--- config.mk ---
export PLATFORM = sky130hd
export DESIGN_NAME = glip_throughput_meter_flat
export DESIGN_NICKNAME = d
export VERILOG_FILES = /design/src/rtl/glip_throughput_meter_pkg.sv /design/src/rtl/glip_throughput_meter_if.sv /design/src/rtl/glip_throughput_meter_accum.sv /design/src/rtl/glip_throughput_meter.sv /design/src/flat_wrapper.sv
export SDC_FILE = /design/constraint.sdc
export NUM_CORES = 1
export LEC_CHECK = 0
export CORE_MARGIN = 4
export CORE_UTILIZATION = 40
export DETAILED_ROUTE_END_ITERATION = 10
export PLACE_DENSITY_LB_ADDON = 0.25
export SYNTH_ARGS = -nofsm -noshare
export SYNTH_HDL_FRONTEND = slang
export SYNTH_SLANG_ARGS = --single-unit
--- constraint.sdc ---
create_clock -name clk -period 17.5 [get_ports clk]
set_input_delay 3.5 -clock clk [delete_from_list [all_inputs] [get_ports clk]]
set_output_delay 3.5 -clock clk [all_outputs]
set_load 0.005 [all_outputs]
--- src/rtl/glip_throughput_meter_pkg.sv ---
// glip_throughput_meter_pkg -- shared constants, types and slice helper for the throughput meter.
// Rev 1.0
`default_nettype none

package glip_throughput_meter_pkg;

   localparam int BCD_W              = 4;
   localparam int MAX_BYTES_PER_BEAT = 9;
   localparam int MIN_DIGITS         = 2;
   localparam int MAX_DIGITS         = 10;
   localparam int MAX_CHANNELS       = 8;

   typedef logic [BCD_W-1:0] bcd_digit_t;

   // LSB of channel 'chan' inside a flat vector of DIGITS-digit BCD words.
   function automatic int chan_lsb(input int chan, input int digits);
      return chan * digits * BCD_W;
   endfunction

endpackage

`default_nettype wire

--- src/rtl/glip_throughput_meter_if.sv ---
// glip_throughput_meter_if -- bundle of the snooped per-channel valid/ready handshakes.
// Rev 1.0
`default_nettype none

interface glip_throughput_meter_if #(
   parameter int CHANNELS = 2
);
   logic [CHANNELS-1:0] chan_valid;
   logic [CHANNELS-1:0] chan_ready;

   modport master (output chan_valid, output chan_ready);
   modport slave  (input  chan_valid, input  chan_ready);
endinterface

`default_nettype wire

--- src/rtl/glip_throughput_meter_accum.sv ---
// glip_bcd_accum -- DIGITS-digit saturating packed-BCD byte accumulator with sticky overflow.
// Rev 1.0
`default_nettype none

module glip_bcd_accum
   import glip_throughput_meter_pkg::*;
#(
   parameter int DIGITS         = 9,
   parameter int BYTES_PER_BEAT = 2
) (
   input  logic                    clk,
   input  logic                    rst_n,
   input  logic                    add_i,
   input  logic                    load_start_i,
   input  logic                    clear_i,
   output logic [DIGITS*BCD_W-1:0] value_o,
   output logic                    ovf_o
);

   localparam bcd_digit_t BPB_DIGIT = bcd_digit_t'(BYTES_PER_BEAT);

   bcd_digit_t [DIGITS-1:0] acc_q, acc_d, inc;
   logic                    ovf_q, ovf_d;
   logic                    carry;
   logic                    carry_out;
   logic [BCD_W:0]          dsum;

   // Ripple the per-beat addend through all digits in a single cycle.
   always_comb begin
      inc   = '0;
      dsum  = '0;
      carry = 1'b0;
      for (int i = 0; i < DIGITS; i++) begin
         dsum = {1'b0, acc_q[i]} + {{BCD_W{1'b0}}, carry};
         if (i == 0) begin
            dsum = dsum + {1'b0, BPB_DIGIT};
         end
         if (dsum >= 5'd10) begin
            inc[i] = bcd_digit_t'(dsum - 5'd10);
            carry  = 1'b1;
         end else begin
            inc[i] = dsum[BCD_W-1:0];
            carry  = 1'b0;
         end
      end
      carry_out = carry;
   end

   always_comb begin
      acc_d = acc_q;
      ovf_d = ovf_q;
      if (clear_i) begin
         acc_d = '0;
         ovf_d = 1'b0;
      end else if (load_start_i) begin
         acc_d = '0;
         if (add_i) begin
            acc_d[0] = BPB_DIGIT;
         end
         ovf_d = 1'b0;
      end else if (add_i && !ovf_q) begin
         if (carry_out) begin
            acc_d = {DIGITS{4'h9}};
            ovf_d = 1'b1;
         end else begin
            acc_d = inc;
         end
      end
   end

   always_ff @(posedge clk or negedge rst_n) begin
      if (!rst_n) begin
         acc_q <= '0;
         ovf_q <= 1'b0;
      end else begin
         acc_q <= acc_d;
         ovf_q <= ovf_d;
      end
   end

   assign value_o = acc_q;
   assign ovf_o   = ovf_q;

endmodule

`default_nettype wire

--- src/rtl/glip_throughput_meter.sv ---
// glip_throughput_meter -- per-window BCD byte-rate meter over snooped GLIP FIFO handshakes.
// Rev 1.0
`default_nettype none

module glip_throughput_meter
   import glip_throughput_meter_pkg::*;
#(
   parameter int          CHANNELS       = 2,
   parameter int          BYTES_PER_BEAT = 2,
   parameter logic [31:0] WINDOW         = 32'd10000000,
   parameter int          DIGITS         = 9
) (
   input  logic                             clk,
   input  logic                             rst_n,
   input  logic                             enable,
   glip_throughput_meter_if.slave           snoop,
   input  logic                             peak_mode,
   input  logic                             peak_clr,
   output logic [CHANNELS*DIGITS*BCD_W-1:0] sample_bcd,
   output logic [CHANNELS-1:0]              sample_ovf,
   output logic                             sample_strobe,
   output logic [CHANNELS-1:0]              activity,
   output logic [31:0]                      window_phase
);

   localparam int          DW       = DIGITS * BCD_W;
   localparam logic [31:0] WIN_LAST = WINDOW - 32'd1;

   if (BYTES_PER_BEAT < 1 || BYTES_PER_BEAT > MAX_BYTES_PER_BEAT) begin : g_bad_bpb
      $error("glip_throughput_meter: BYTES_PER_BEAT=%0d outside 1..%0d", BYTES_PER_BEAT, MAX_BYTES_PER_BEAT);
   end
   if (DIGITS < MIN_DIGITS || DIGITS > MAX_DIGITS) begin : g_bad_digits
      $error("glip_throughput_meter: DIGITS=%0d outside %0d..%0d", DIGITS, MIN_DIGITS, MAX_DIGITS);
   end
   if (CHANNELS < 1 || CHANNELS > MAX_CHANNELS) begin : g_bad_channels
      $error("glip_throughput_meter: CHANNELS=%0d outside 1..%0d", CHANNELS, MAX_CHANNELS);
   end
   if (WINDOW < 32'd2) begin : g_bad_window
      $error("glip_throughput_meter: WINDOW must be at least 2");
   end

   logic [CHANNELS-1:0]    beat;
   logic                   terminal;
   logic [CHANNELS*DW-1:0] acc_flat;
   logic [CHANNELS-1:0]    acc_ovf;

   logic [31:0]            win_q, win_d;
   logic [CHANNELS*DW-1:0] samp_q, samp_d;
   logic [CHANNELS-1:0]    sovf_q, sovf_d;
   logic                   strobe_q;
   logic [CHANNELS-1:0]    act_q;
   logic [DW-1:0]          cand;

   assign beat     = snoop.chan_valid & snoop.chan_ready;
   assign terminal = enable && (win_q == WIN_LAST);

   always_comb begin
      win_d = win_q + 32'd1;
      if (!enable || terminal) begin
         win_d = '0;
      end
   end

   // Terminal-cycle beats are excluded from the candidate: load_start seeds the next window with them.
   for (genvar c = 0; c < CHANNELS; c++) begin : g_chan
      glip_bcd_accum #(
         .DIGITS         (DIGITS),
         .BYTES_PER_BEAT (BYTES_PER_BEAT)
      ) u_accum (
         .clk          (clk),
         .rst_n        (rst_n),
         .add_i        (beat[c]),
         .load_start_i (terminal),
         .clear_i      (!enable),
         .value_o      (acc_flat[chan_lsb(c, DIGITS) +: DW]),
         .ovf_o        (acc_ovf[c])
      );
   end

   // Packed BCD compares correctly as plain unsigned, so peak-hold needs no decimal decode.
   always_comb begin
      samp_d = samp_q;
      sovf_d = sovf_q;
      cand   = '0;
      if (peak_clr) begin
         samp_d = '0;
         sovf_d = '0;
      end else if (terminal) begin
         for (int c = 0; c < CHANNELS; c++) begin
            cand = acc_flat[chan_lsb(c, DIGITS) +: DW];
            if (!peak_mode) begin
               samp_d[chan_lsb(c, DIGITS) +: DW] = cand;
               sovf_d[c]                         = acc_ovf[c];
            end else begin
               if (cand > samp_q[chan_lsb(c, DIGITS) +: DW]) begin
                  samp_d[chan_lsb(c, DIGITS) +: DW] = cand;
               end
               sovf_d[c] = sovf_q[c] | acc_ovf[c];
            end
         end
      end
   end

   always_ff @(posedge clk or negedge rst_n) begin
      if (!rst_n) begin
         win_q    <= '0;
         samp_q   <= '0;
         sovf_q   <= '0;
         strobe_q <= 1'b0;
         act_q    <= '0;
      end else begin
         win_q    <= win_d;
         samp_q   <= samp_d;
         sovf_q   <= sovf_d;
         strobe_q <= terminal;
         act_q    <= beat;
      end
   end

   assign sample_bcd    = samp_q;
   assign sample_ovf    = sovf_q;
   assign sample_strobe = strobe_q;
   assign activity      = act_q;
   assign window_phase  = win_q;

endmodule

`default_nettype wire

--- src/flat_wrapper.sv ---
// flat-port wrapper written by rule: the top's interface ports become plain ports
module glip_throughput_meter_flat import glip_throughput_meter_pkg::*;
#(
   parameter int          CHANNELS       = 2,
   parameter int          BYTES_PER_BEAT = 2,
   parameter logic [31:0] WINDOW         = 32'd10000000,
   parameter int          DIGITS         = 9
)
  (clk, rst_n, enable, peak_mode, peak_clr, sample_bcd, sample_ovf, sample_strobe, activity, window_phase, snoop_chan_valid, snoop_chan_ready);
  glip_throughput_meter_if #(.CHANNELS(CHANNELS)) snoop_i ();
  input  logic clk;
  input  logic rst_n;
  input  logic enable;
  input  logic peak_mode;
  input  logic peak_clr;
  output logic [CHANNELS*DIGITS*BCD_W-1:0] sample_bcd;
  output logic [CHANNELS-1:0] sample_ovf;
  output logic sample_strobe;
  output logic [CHANNELS-1:0] activity;
  output logic [31:0] window_phase;
  input wire logic [$bits(snoop_i.chan_valid)-1:0] snoop_chan_valid;
  input wire logic [$bits(snoop_i.chan_ready)-1:0] snoop_chan_ready;
  assign snoop_i.chan_valid = snoop_chan_valid;
  assign snoop_i.chan_ready = snoop_chan_ready;
  glip_throughput_meter #(.CHANNELS(CHANNELS), .BYTES_PER_BEAT(BYTES_PER_BEAT), .WINDOW(WINDOW), .DIGITS(DIGITS)) u_core (.clk(clk), .rst_n(rst_n), .enable(enable), .snoop(snoop_i), .peak_mode(peak_mode), .peak_clr(peak_clr), .sample_bcd(sample_bcd), .sample_ovf(sample_ovf), .sample_strobe(sample_strobe), .activity(activity), .window_phase(window_phase));
endmodule
# Word level (Yosys, flattened, before mapping)
# Index checks and enable logic that the tools add are counted.
# classes
n_addsub	37
multipliers	0
div_mod_pow	0
magnitude_cmp	20
eq_ne	7
shifts	0
n_mux	65
n_bitwise	3
n_reduce_logical	12
# op_table
op	n
$mux W36	12
$mux W72	2
$ge A5 B4 Y1 const B	18
$add A4 B1 Y5	16
$gt A36 B36 Y1	2
$mux W4	18
$sub A4 B4 Y4 const B	18
$add A32 B1 Y32 const B	1
$eq A32 B24 Y1 const B	1
$mux W32	1
$mux W1	28
$ne A3 B1 Y1 const B	6
$add A4 B2 Y5 const B	2
$mux W2	4
$reduce_and A2 Y1	4
$logic_and A1 B1 Y1	3
$logic_not A1 Y1	3
$and A2 B2 Y2	1
$or A1 B1 Y1	2
$reduce_bool A2 Y1	1
$logic_or A1 B1 Y1	1
# totals
regBits	183
latchBits	0
ramBits	0
mem_bits_ro	0
in_bits	9
out_inout_bits	109
memories	0

# Longest topological paths before layout
# Gate-level depths: netlist (run 1).
# logic_depth
word_depth	31
mapped_depth	77

# Modules after synthesis
# Synthesis (run 1) repeated with hierarchy kept, for this count alone.
# hier_totals
cells_unflattened	1518
hier_area_um2	13391.6
# modules_own_cells
mod	n_inst	cells_per_inst	area_each_um2
glip_throughput_meter	1	867	7873.8
glip_bcd_accum (u_core.g_chan[0].u_accum)	1	330	2795.2
glip_bcd_accum (u_core.g_chan[1].u_accum)	1	321	2722.6

# Worst setup path before layout (run 1)
# OpenSTA, ideal clock, no wires.
# synth_timing
kind	flip-flop to flip-flop
startpoint	register u_core.g_chan[1].u_accum.acc_q, in the netlist u_core.g_chan[1].u_accum.value_o[1]
endpoint	register u_core.g_chan[1].u_accum.acc_q, in the netlist u_core.g_chan[1].u_accum.value_o[10]
arrival_time_ns	13.713
required_ns	17.434
path_slack_ns	3.721
stages_incl_launch_ff	74
cell_sequence	dfrtp_1 -> ha_1 -> o41ai_1 -> ha_1 -> ha_1 -> xnor2_1 -> ha_1 -> inv_1 -> a31o_2 -> a22o_1 -> a32oi_1 -> inv_1 -> ha_1 -> ha_1 -> xor2_1 -> inv_1 -> ha_1 -> o31ai_1 -> [... 38 more ...] -> inv_1 -> ha_1 -> ha_1 -> xnor2_1 -> ha_1 -> inv_1 -> a31o_2 -> a22o_1 -> a32oi_1 -> inv_1 -> ha_1 -> ha_1 -> or2_2 -> a21oi_1 -> nor2_1 -> nor3_2 -> clkbuf_1 -> a22o_1
# synth_via
elab_chain_cells	31
elab_cells_between_ends	33
# synth_rtl
element	line	text
start, declared	glip_throughput_meter_accum.sv:22	bcd_digit_t [DIGITS-1:0] acc_q, acc_d, inc;
start signal, assigned	glip_throughput_meter_accum.sv:73	acc_q <= '0;
start signal, assigned	glip_throughput_meter_accum.sv:76	acc_q <= acc_d;
$add A4 B2 Y5 *	glip_throughput_meter_accum.sv:36	dsum = dsum + {1'b0, BPB_DIGIT};
$ge A5 B4 Y1 *	glip_throughput_meter_accum.sv:38	if (dsum >= 5'd10) begin
$mux W1 *	glip_throughput_meter_accum.sv:38	
$add A4 B1 Y5 *	glip_throughput_meter_accum.sv:34	dsum = {1'b0, acc_q[i]} + {{BCD_W{1'b0}}, carry};
$ge A5 B4 Y1 *	glip_throughput_meter_accum.sv:38	
$mux W1 *	glip_throughput_meter_accum.sv:38	
$add A4 B1 Y5 *	glip_throughput_meter_accum.sv:34	
$ge A5 B4 Y1	glip_throughput_meter_accum.sv:38	
[... 15 more ...]	n/a	
$mux W1	glip_throughput_meter_accum.sv:38	
$add A4 B1 Y5	glip_throughput_meter_accum.sv:34	
$ge A5 B4 Y1	glip_throughput_meter_accum.sv:38	
$mux W1	glip_throughput_meter_accum.sv:38	
$mux W36 *	glip_throughput_meter_accum.sv:62	if (carry_out) begin
$mux W36 *	glip_throughput_meter_accum.sv:61	end else if (add_i && !ovf_q) begin
$mux W36 *	glip_throughput_meter_accum.sv:55	end else if (load_start_i) begin
$mux W36 *	glip_throughput_meter_accum.sv:52	if (clear_i) begin
# Every way passes the cells marked *; elsewhere a longest branch is shown, timed or not. The select of a mux whose other input is x is not followed.
# A chain may end at the register's enable or synchronous reset.

# Worst setup path after layout (run 1)
# layout_timing
startpoint	register u_core.g_chan[1].u_accum.acc_q, in the netlist u_core.g_chan[1].u_accum.value_o[1]
endpoint	register u_core.g_chan[1].u_accum.acc_q, in the netlist u_core.g_chan[1].u_accum.value_o[2]
# layout_via
elab_chain_cells	31
elab_cells_between_ends	33
# layout_rtl
element	line
$add A4 B2 Y5 *	glip_throughput_meter_accum.sv:36
$ge A5 B4 Y1	glip_throughput_meter_accum.sv:38
$mux W1	glip_throughput_meter_accum.sv:38
$add A4 B1 Y5	glip_throughput_meter_accum.sv:34
$ge A5 B4 Y1	glip_throughput_meter_accum.sv:38
$mux W1	glip_throughput_meter_accum.sv:38
$add A4 B1 Y5	glip_throughput_meter_accum.sv:34
$ge A5 B4 Y1	glip_throughput_meter_accum.sv:38
[... 15 more ...]	n/a
$mux W1	glip_throughput_meter_accum.sv:38
$add A4 B1 Y5	glip_throughput_meter_accum.sv:34
$ge A5 B4 Y1	glip_throughput_meter_accum.sv:38
$mux W1	glip_throughput_meter_accum.sv:38
$mux W36 *	glip_throughput_meter_accum.sv:62
$mux W36 *	glip_throughput_meter_accum.sv:61
$mux W36 *	glip_throughput_meter_accum.sv:55
$mux W36 *	glip_throughput_meter_accum.sv:52
# Marks and branches as above.

==> results.txt, run 1 <==
- Share of total power in the clock network: a little under two fifths
- Measured along the y axis, the die boundary spans 194.0 um.
- Synthesis produced a netlist with a net count of approximately 1.7k.
- Synth cell count leaders: 196 x sky130_fd_sc_hd__inv_1, 193 x sky130_fd_sc_hd__nand3_1, 183 x sky130_fd_sc_hd__dfrtp_1
- EDFF count, synth: 0
- Maximum achievable frequency: just over 0.06 GHz
- Once the clock tree was built, the resizer swapped 0 gates to a different size.
* Via count of the first global-routing pass: 12.34k
- For this block, the routed nets add up to between 30,000 and 40,000 um of wire.
- In the synthesized netlist the async set-or-reset flop fraction comes to 100.0%.
- Root buffer selected by CTS: sky130_fd_sc_hd__clkbuf_16
- The slowest stage of the critical path is the sky130_fd_sc_hd__nor3_2 cell.
- Area of the multi-input gates: between 8000 and 9000 um2
* Crit path DAT: around 17 ns
- Routability-driven placement finished with a final weighted congestion of 0.9159.
- The clock reaches the later pin of the worst-skew pair after between 0.4 and 0.5 ns.
* Pins Over Slew Limit: 0
- Port Buffers: about 120
- Global-route wire length before repair: 65,510 um
- Remaining global-route overflow: 0
* Unrepaired setup endpoints after global routing: no
* Final design area excluding fillers: approximately 16,000 um2
- The cell that appears most often on the critical path is sky130_fd_sc_hd__ha_1.
- TritonCTS built the clock tree.
- In the synthesized netlist, the number of instances is 1,604.
- The total area inside the core boundary comes to 33,780 um2.
- Largest cells by area after synthesis: sky130_fd_sc_hd__dfrtp_1 33%, sky130_fd_sc_hd__ha_1 11%, sky130_fd_sc_hd__nand3_1 7.0%
- The netlist uses between 50 and 60 different library cells.
* Max incr delay on CP: ~0.90 ns
- Kind of path behind the tightest hold check: flop to flop
- In this run the post-CTS setup repair buffer count came out at 0.
- Clock buffer depth: 2
- After floorplanning, the core was divided into 67 placement rows.
- Power per standard cell area: 68.66 nW/um2
* Leakage power of the design: between 6 and 7 nW
- Cell taking the most area after synthesis: sky130_fd_sc_hd__dfrtp_1
- The run finished with clean final reports.
- After layout, the minimum clock period comes to between 15 and 20 ns.
- Setup violations remaining at the end of the flow were counted as 0.
- Number of detailed-routing iterations run before antenna repair: 6
* Net switching power: around 0.36 mW
* Clock skew: ~0.016 ns
- Sequential share of power: between 40% and 50%
* Portion of synthesized cell area occupied by the leading cell type: 33.10%
* Hold Vio Cnt, Final: 0
- TritonCTS Buffers: 17
* Fillers: 3,195
- The floorplan step defined a die boundary enclosing about 38,000 um2.
* Fraction of the yosys area taken by sequential cells: roughly 33%
- Internal cell power: about 0.74 mW
- Pin count of the biggest net entering global routing: 91
- After detailed routing, the number of remaining DRC violations is 0.
* DP HPWL: roughly 26,000 um
- Leaving out filler cells and counting taps, the final layout contains 2,117.
- After clock tree synthesis, the clock-pin slew on the worst setup and hold paths is ~0.07 ns.
- After detailed routing, the number of vias per cell comes to roughly 6.1.
- In this run the cell area of the synthesized design comes to about 14,000 um2.
- Global-route usage over all layers: approximately 21%
- In the post-synthesis netlist, the cell with the most instances is sky130_fd_sc_hd__inv_1.
- Measured along the x axis, the die boundary spans slightly below 200 um.
- In this run the worst path has a maximum fanout of 18.
* Crit Path Category: flop to flop
* Drt initial violations: around 960
- Power Total: ~1.1 mW
- At the pin with the least slew margin, the transition time is about 1.1 ns.
- Placed inst area: ~15,000 um2
* Post-synthesis sequential element count: roughly 180
- For this run, the leading register cell type out of synthesis is sky130_fd_sc_hd__dfrtp_1.
- Data on the critical path is required at its endpoint by between 15 and 20 ns.
- At the end of the flow, the number of nets in the layout was roughly 1.8k.
* Number of antenna violations at the first check in global routing: 0
- In this run the tightest slew margin relative to its limit is between 20% and 30%.
* Number of placed I/O pins: about 120
- Core Util, Final: 47.11%
- In this run the number of H-tree levels came out at 4.
- Power share of the combinational group: a little over a fifth
- Count of synthesis-stage warnings from yosys: 0
* Starting Density: approximately two fifths
- After routing, the total negative slack on setup checks comes to 0 ns.
- Hold-fix buffers, CTS: 0
* Smallest hold slack: approximately 0.54 ns
* Placed Cells incl. Taps: between 2k and 2.5k
* Critical path capture point type: flop
- Detailed-route wire length per cell: ~19 um
- Per-instance average area after synthesis: 8.624 um2
* Largest voltage drop on the vdd net: 0.07419 mV
- Registers take approximately 4600 um2.
* Switching Share: around a third
* Kind of launch point of the worst setup path: flop
- Area growth from synthesis to layout: 15.06%
- Remaining antenna violation count: 0
* Total vias in the final route: ~13k
- Max-cap violations in this run came to 0.
* Final setup margin: about 1.4 ns
- Post-Place Worst Slack: 1.598 ns
* Share of final-layout standard cells stronger than drive strength 1: under 10%
- Portion of the clock cycle consumed by the worst path in the final layout: between 90% and 100%
- The tree built by TritonCTS fans out to 183 sinks.
* Diode insertion count for antenna repair: 0
## power groups by stage
stage | clock (mW) | sequential (mW) | combinational [mW]
2_1_floorplan | 0 | 0.455 | 0.155
3_3_place_gp | 0 | 0.458 | 0.237
3_5_place_dp | 0 | 0.458 | 0.240
4_1_cts | 0.413 | 0.450 | 0.240
5_1_grt | 0.430 | 0.452 | 0.262
6_report | 0.403 | 0.451 | 0.239
## worst max-delay path, delay by kind of cell, from the launching register on
family          cells  cell delay (ns)
compound gates     25             5.57
xor+xnor            7             1.45
fa+ha+maj          24             5.90
buf+inv            14             1.22
flops               1             0.48
simple gates        3             1.39
## routing by layer
metal	GRT usage [%]	part of all wire, %	vias up
met2	34.53	48	356
met3	2.919	4.2	35
li1	-	-	6160
met5	0	0	-
met4	4.557	1.3	0
met1	28.32	46	6337
## layout by cell type, fill, tap and decap left out, types with 8 or more instances in the layout
master	Yosys	routed
sky130_fd_sc_hd__xor2_1	21	21
sky130_fd_sc_hd__o21ai_0	53	53
sky130_fd_sc_hd__nand2_1	56	56
sky130_fd_sc_hd__clkdlybuf4s50_1	0	115
sky130_fd_sc_hd__nor2_1	69	68
sky130_fd_sc_hd__a211oi_1	23	23
sky130_fd_sc_hd__nor4_1	10	9
sky130_fd_sc_hd__ha_1	121	121
sky130_fd_sc_hd__a21oi_1	66	66
sky130_fd_sc_hd__buf_4	1	23
sky130_fd_sc_hd__inv_1	196	196
sky130_fd_sc_hd__clkbuf_16	0	17
sky130_fd_sc_hd__a2111o_1	72	72
sky130_fd_sc_hd__xnor2_1	39	39
sky130_fd_sc_hd__nor3_1	92	92
sky130_fd_sc_hd__dfrtp_1	183	183
sky130_fd_sc_hd__o31ai_1	12	12
sky130_fd_sc_hd__and3_1	26	26
sky130_fd_sc_hd__nand4_1	19	19
sky130_fd_sc_hd__a32oi_1	86	86
sky130_fd_sc_hd__nand3_1	193	193
sky130_fd_sc_hd__a22o_1	44	44
sky130_fd_sc_hd__a221oi_1	8	8
sky130_fd_sc_hd__o22ai_1	14	14
## cell type report
cell class	instances	area share (%)
clock buffers	23	2.877
inverters	197	4.654
repair buffers	139	8.403
clock inverters	8	0.7782
multi-input cells	1119	50.99
flip-flops and latches	183	28.77
well taps	448	3.522
## registers in the layout, summed over array words and instances (netlist names)
name                           cells
u_core.sample_ovf                  2
u_core.g_chan.u_accum.value_o     72
u_core.activity                    2
u_core.sample_strobe               1
u_core.g_chan.u_accum.ovf_o        2
u_core.window_phase               32
u_core.sample_bcd                 72
## logic make-up (layout without fill, tap and decap cells)
| family | after synthesis | after routing | share of synthesized area, % |
|---|---|---|---|
| buf+inv | 302 | 367 | 8.783 |
| simple gates | 517 | 517 | 19.10 |
| fa+ha+maj | 121 | 121 | 10.94 |
| compound gates | 420 | 420 | 24.20 |
| mux | 1 | 1 | 0.07236 |
| xor+xnor | 60 | 60 | 3.799 |
| flops | 183 | 183 | 33.10 |
## worst paths after layout
kind | startpoint | to | slack (ns) | cells past startpoint
worst min-delay path | u_core.sample_ovf[0] | u_core.sample_ovf[0] | 0.54 | 2
min in group asynchronous | rst_n | u_core.sample_bcd[49] | 3.06 | 1
worst max-delay path | u_core.g_chan[1].u_accum.value_o[1] | u_core.g_chan[1].u_accum.value_o[2] | 1.37 | 73
worst min register to register | u_core.sample_ovf[0] | u_core.sample_ovf[0] | 0.54 | 2
max in group asynchronous | rst_n | u_core.window_phase[14] | 13.10 | 2
worst max register to register | u_core.g_chan[1].u_accum.value_o[1] | u_core.g_chan[1].u_accum.value_o[2] | 1.37 | 73
Note: power is estimated with default switching activity, not from simulation.
==> inputs of run 2 (changes only) <==
SETUP_SLACK_MARGIN = 0.02   (was unset)
==> results of run 2 <==
No change in the layout: final DEF, timing and power equal those of run 1.
==> inputs of run 3 (changes only) <==
DONT_BUFFER_PORTS = 1   (was unset)
==> run 3 against run 2 <==
Effect of this change:
- count of clock-buffer cells in the layout shrank 4
- design area down 7.6%
- die area is the same
- via count shrank 3.2%
- first-iteration DRC count is 13% lower
- fmax up 0.22%
- non-clock buffer count fell by 119
- cell count is 5.6% lower
- worst hold slack better by 0.015 ns
- flip-flop and latch count is the same
- power down 4.6%
- setup slack better by 0.035 ns
- critical path type unchanged
==> results.txt, run 3 (synthesis results as in run 1) <==
* Worst hold path startpoint: u_core.g_chan[0].u_accum.ovf_o
- Fillers: around 3.3k
- The wire-length estimate of the detail-placed layout is 25,490 um.
* Post-Place Worst Slack: roughly 1.6 ns
* Clock tree from TritonCTS: done
- Cell row count: 67
- Clk sink count: roughly 180
* Pins Over Slew Limit: 0
- The number of global-route vias before repair is approximately 12k.
- In this run the worst hold path is classified as flop to flop.
* Placed inst area: around 14,000 um2
- In the final timing run, aggregate negative setup slack is 0 ns.
- Number of antenna violations at the first check in global routing: 0
- No sink is reached through more buffers than the 2 on the longest clock path.
* Number of setup violations in the final report: 0
* Net switching power: between 0.3 and 0.4 mW
* Area growth from synthesis to layout: 6.295%
- Met3 WL post-DR: between 1500 and 2000 um
- Slowest-stage cell, CP: sky130_fd_sc_hd__nor3_2
- Power share of the combinational group: 20.0%
* CP most frequent cell: sky130_fd_sc_hd__ha_1
* Total vias in the final route: approximately 12k
* CP max FO: 18
- For this block, the routed nets add up to approximately 40,000 um of wire.
- Clock skew: 0.01524 ns
- Portion of the clock cycle consumed by the worst path in the final layout: approximately nine tenths
- The final layout contains around 1.7k nets.
- Setup Fix Bufs, Post-CTS: 0
- In this run, placement finished with an instance count of ~2.0k.
- STA puts the critical path data required time at about 18 ns.
- The finished cells cover approximately 15,000 um2.
- The worst-case IR drop observed on VDD is 0.06993 mV.
- Setup repair after global routing left no endpoint under its margin.
- The H-tree was split into 4 levels.
- The die covers 37,620 um2.
- Measured along the y axis, the die boundary spans between 150 and 200 um.
- Using the TritonRoute via totals, the vias-per-cell ratio works out to 6.239.
* Internal cell power: ~0.7 mW
* Clock period minus final worst setup slack: between 15 and 20 ns
* Global-route wire length before repair: 66,230 um
* Power per standard cell area: 70.92 nW/um2
* Remaining DRCs: 0
- The highest metal layer carrying signal wires in the routed design is met4.
* Remaining antenna violation count: 0
- The count of buffers added on input and output ports is 0.
- Critical path capture point type: flop
- The most critical setup path has its startpoint at u_core.g_chan[1].u_accum.value_o[1].
- Hold is met by 0.5577 ns.
- The root buffer cell chosen for the clock tree is sky130_fd_sc_hd__clkbuf_16.
- The first routing iteration left between 800 and 900 violations.
* Crit Path Category: flop to flop
* Diode insertion count for antenna repair: 0
* Die span in x: between 150 and 200 um
- Cells with a size suffix above 1 make up 4.707% of the layout.
* Number of resized instances in the post-cts repair step: 0
- Max-cap violations in this run came to 0.
* Register-to-register path setup slack: 1.40 ns
* Pin count of the biggest net entering global routing: 184
- Leaving out fill and tap cells, the most frequent cell in the layout is sky130_fd_sc_hd__inv_1.
* Leakage power of the design: about 6.2 nW
- Share of total power in the clock network: a little over a third
- Hold-fix buffers, CTS: 0
- The pre-antenna-repair detailed-routing pass consisted of 5 iterations.
- Crit path DAT: 16.46 ns
- Buffers inserted during clock tree synthesis total 17.
* Switching Share: between 30% and 40%
* Gp weighted congestion: a little under 0.9
- STA classifies the critical path startpoint as a flop.
* Met2 wire length: 19,540 um
- Dividing the detail-routed wire length by the instance count gives around 20 um.
* Clock transition time at the flip-flop clock pins of the worst setup and hold paths: 0.08 ns
* Final setup margin: between 1 and 1.5 ns
- Max incr delay on CP: roughly 1 ns
- Number of placed I/O pins: about 120
- The count of endpoints failing hold in the final timing report is 0.
- Remaining global-route overflow: 0
- Worst Max-Slew Pin Slew: 1.230 ns
* Clock Latency Late Sink: around 0.45 ns
- In the final routing, the length of wire on met1 measures between 15,000 and 20,000 um.
- In the layout the commonest cells are 196 x sky130_fd_sc_hd__inv_1, 193 x sky130_fd_sc_hd__nand3_1, 183 x sky130_fd_sc_hd__dfrtp_1.
- Non-Filler Instances: 1,999
* Maximum achievable frequency: a little over 0.06 GHz
- Startpoint of the worst-slack reg-to-reg timing path: u_core.g_chan[1].u_accum.value_o[1]
* Starting Density: between 40% and 50%
- Floorplan core area: approximately 34,000 um2
- Sequential share of power: ~44%
* Global-route usage over all layers: a little over a fifth
- Status: completed
- Slew headroom: between 10% and 20%
## run 3: through the flow
stage               utilization [%]  power, mW
global route                  43.52      1.096
finish                        43.52      1.043
CTS                           43.52      1.055
global placement              41.88     0.6656
detailed placement            41.88     0.6703
floorplan                         -     0.6091
## run 3: power groups by stage
| stage | combinational (mW) | clock [mW] | sequential, mW |
|---|---|---|---|
| 2_1_floorplan | 0.155 | 0 | 0.455 |
| 3_3_place_gp | 0.204 | 0 | 0.461 |
| 3_5_place_dp | 0.209 | 0 | 0.462 |
| 4_1_cts | 0.209 | 0.393 | 0.453 |
| 5_1_grt | 0.231 | 0.410 | 0.456 |
| 6_report | 0.209 | 0.381 | 0.453 |
## run 3: layout make-up
type	instances	area, um2	area share, %
flip-flops and latches	183	4579	31.14
well taps	448	560.5	3.812
inverters	197	740.7	5.037
multi-input cells	1119	8117	55.20
clock inverters	13	113.9	0.7743
clock buffers	19	442.9	3.012
repair buffers	20	150.1	1.021
## run 3: critical path, delay by kind of cell (launching register included)
kind | cells | cell delay, ns
AO/OA/AOI/OAI | 25 | 5.60
XOR/XNOR | 7 | 1.46
adder cells (fa/ha/maj) | 24 | 5.83
buffers and inverters | 14 | 1.18
flip-flops | 1 | 0.48
AND/OR/NAND/NOR | 3 | 1.48
## run 3: path summary, 6_finish.rpt
check	endpoint	cells after the start
worst max-delay path	u_core.g_chan[1].u_accum.value_o[2]	73
worst min-delay path	u_core.sample_ovf[0]	2
worst max register to register	u_core.g_chan[1].u_accum.value_o[2]	73
worst min register to register	u_core.sample_ovf[0]	2
max in group asynchronous	u_core.g_chan[0].u_accum.value_o[16]	0
min in group asynchronous	u_core.sample_bcd[48]	0
## run 3: routing by layer
metal  global-route usage [%]  up-vias
met5                        0        -
met4                    5.104        0
met3                    3.753       44
met2                    35.56      317
met1                    27.80     6195
li1                         -     5915
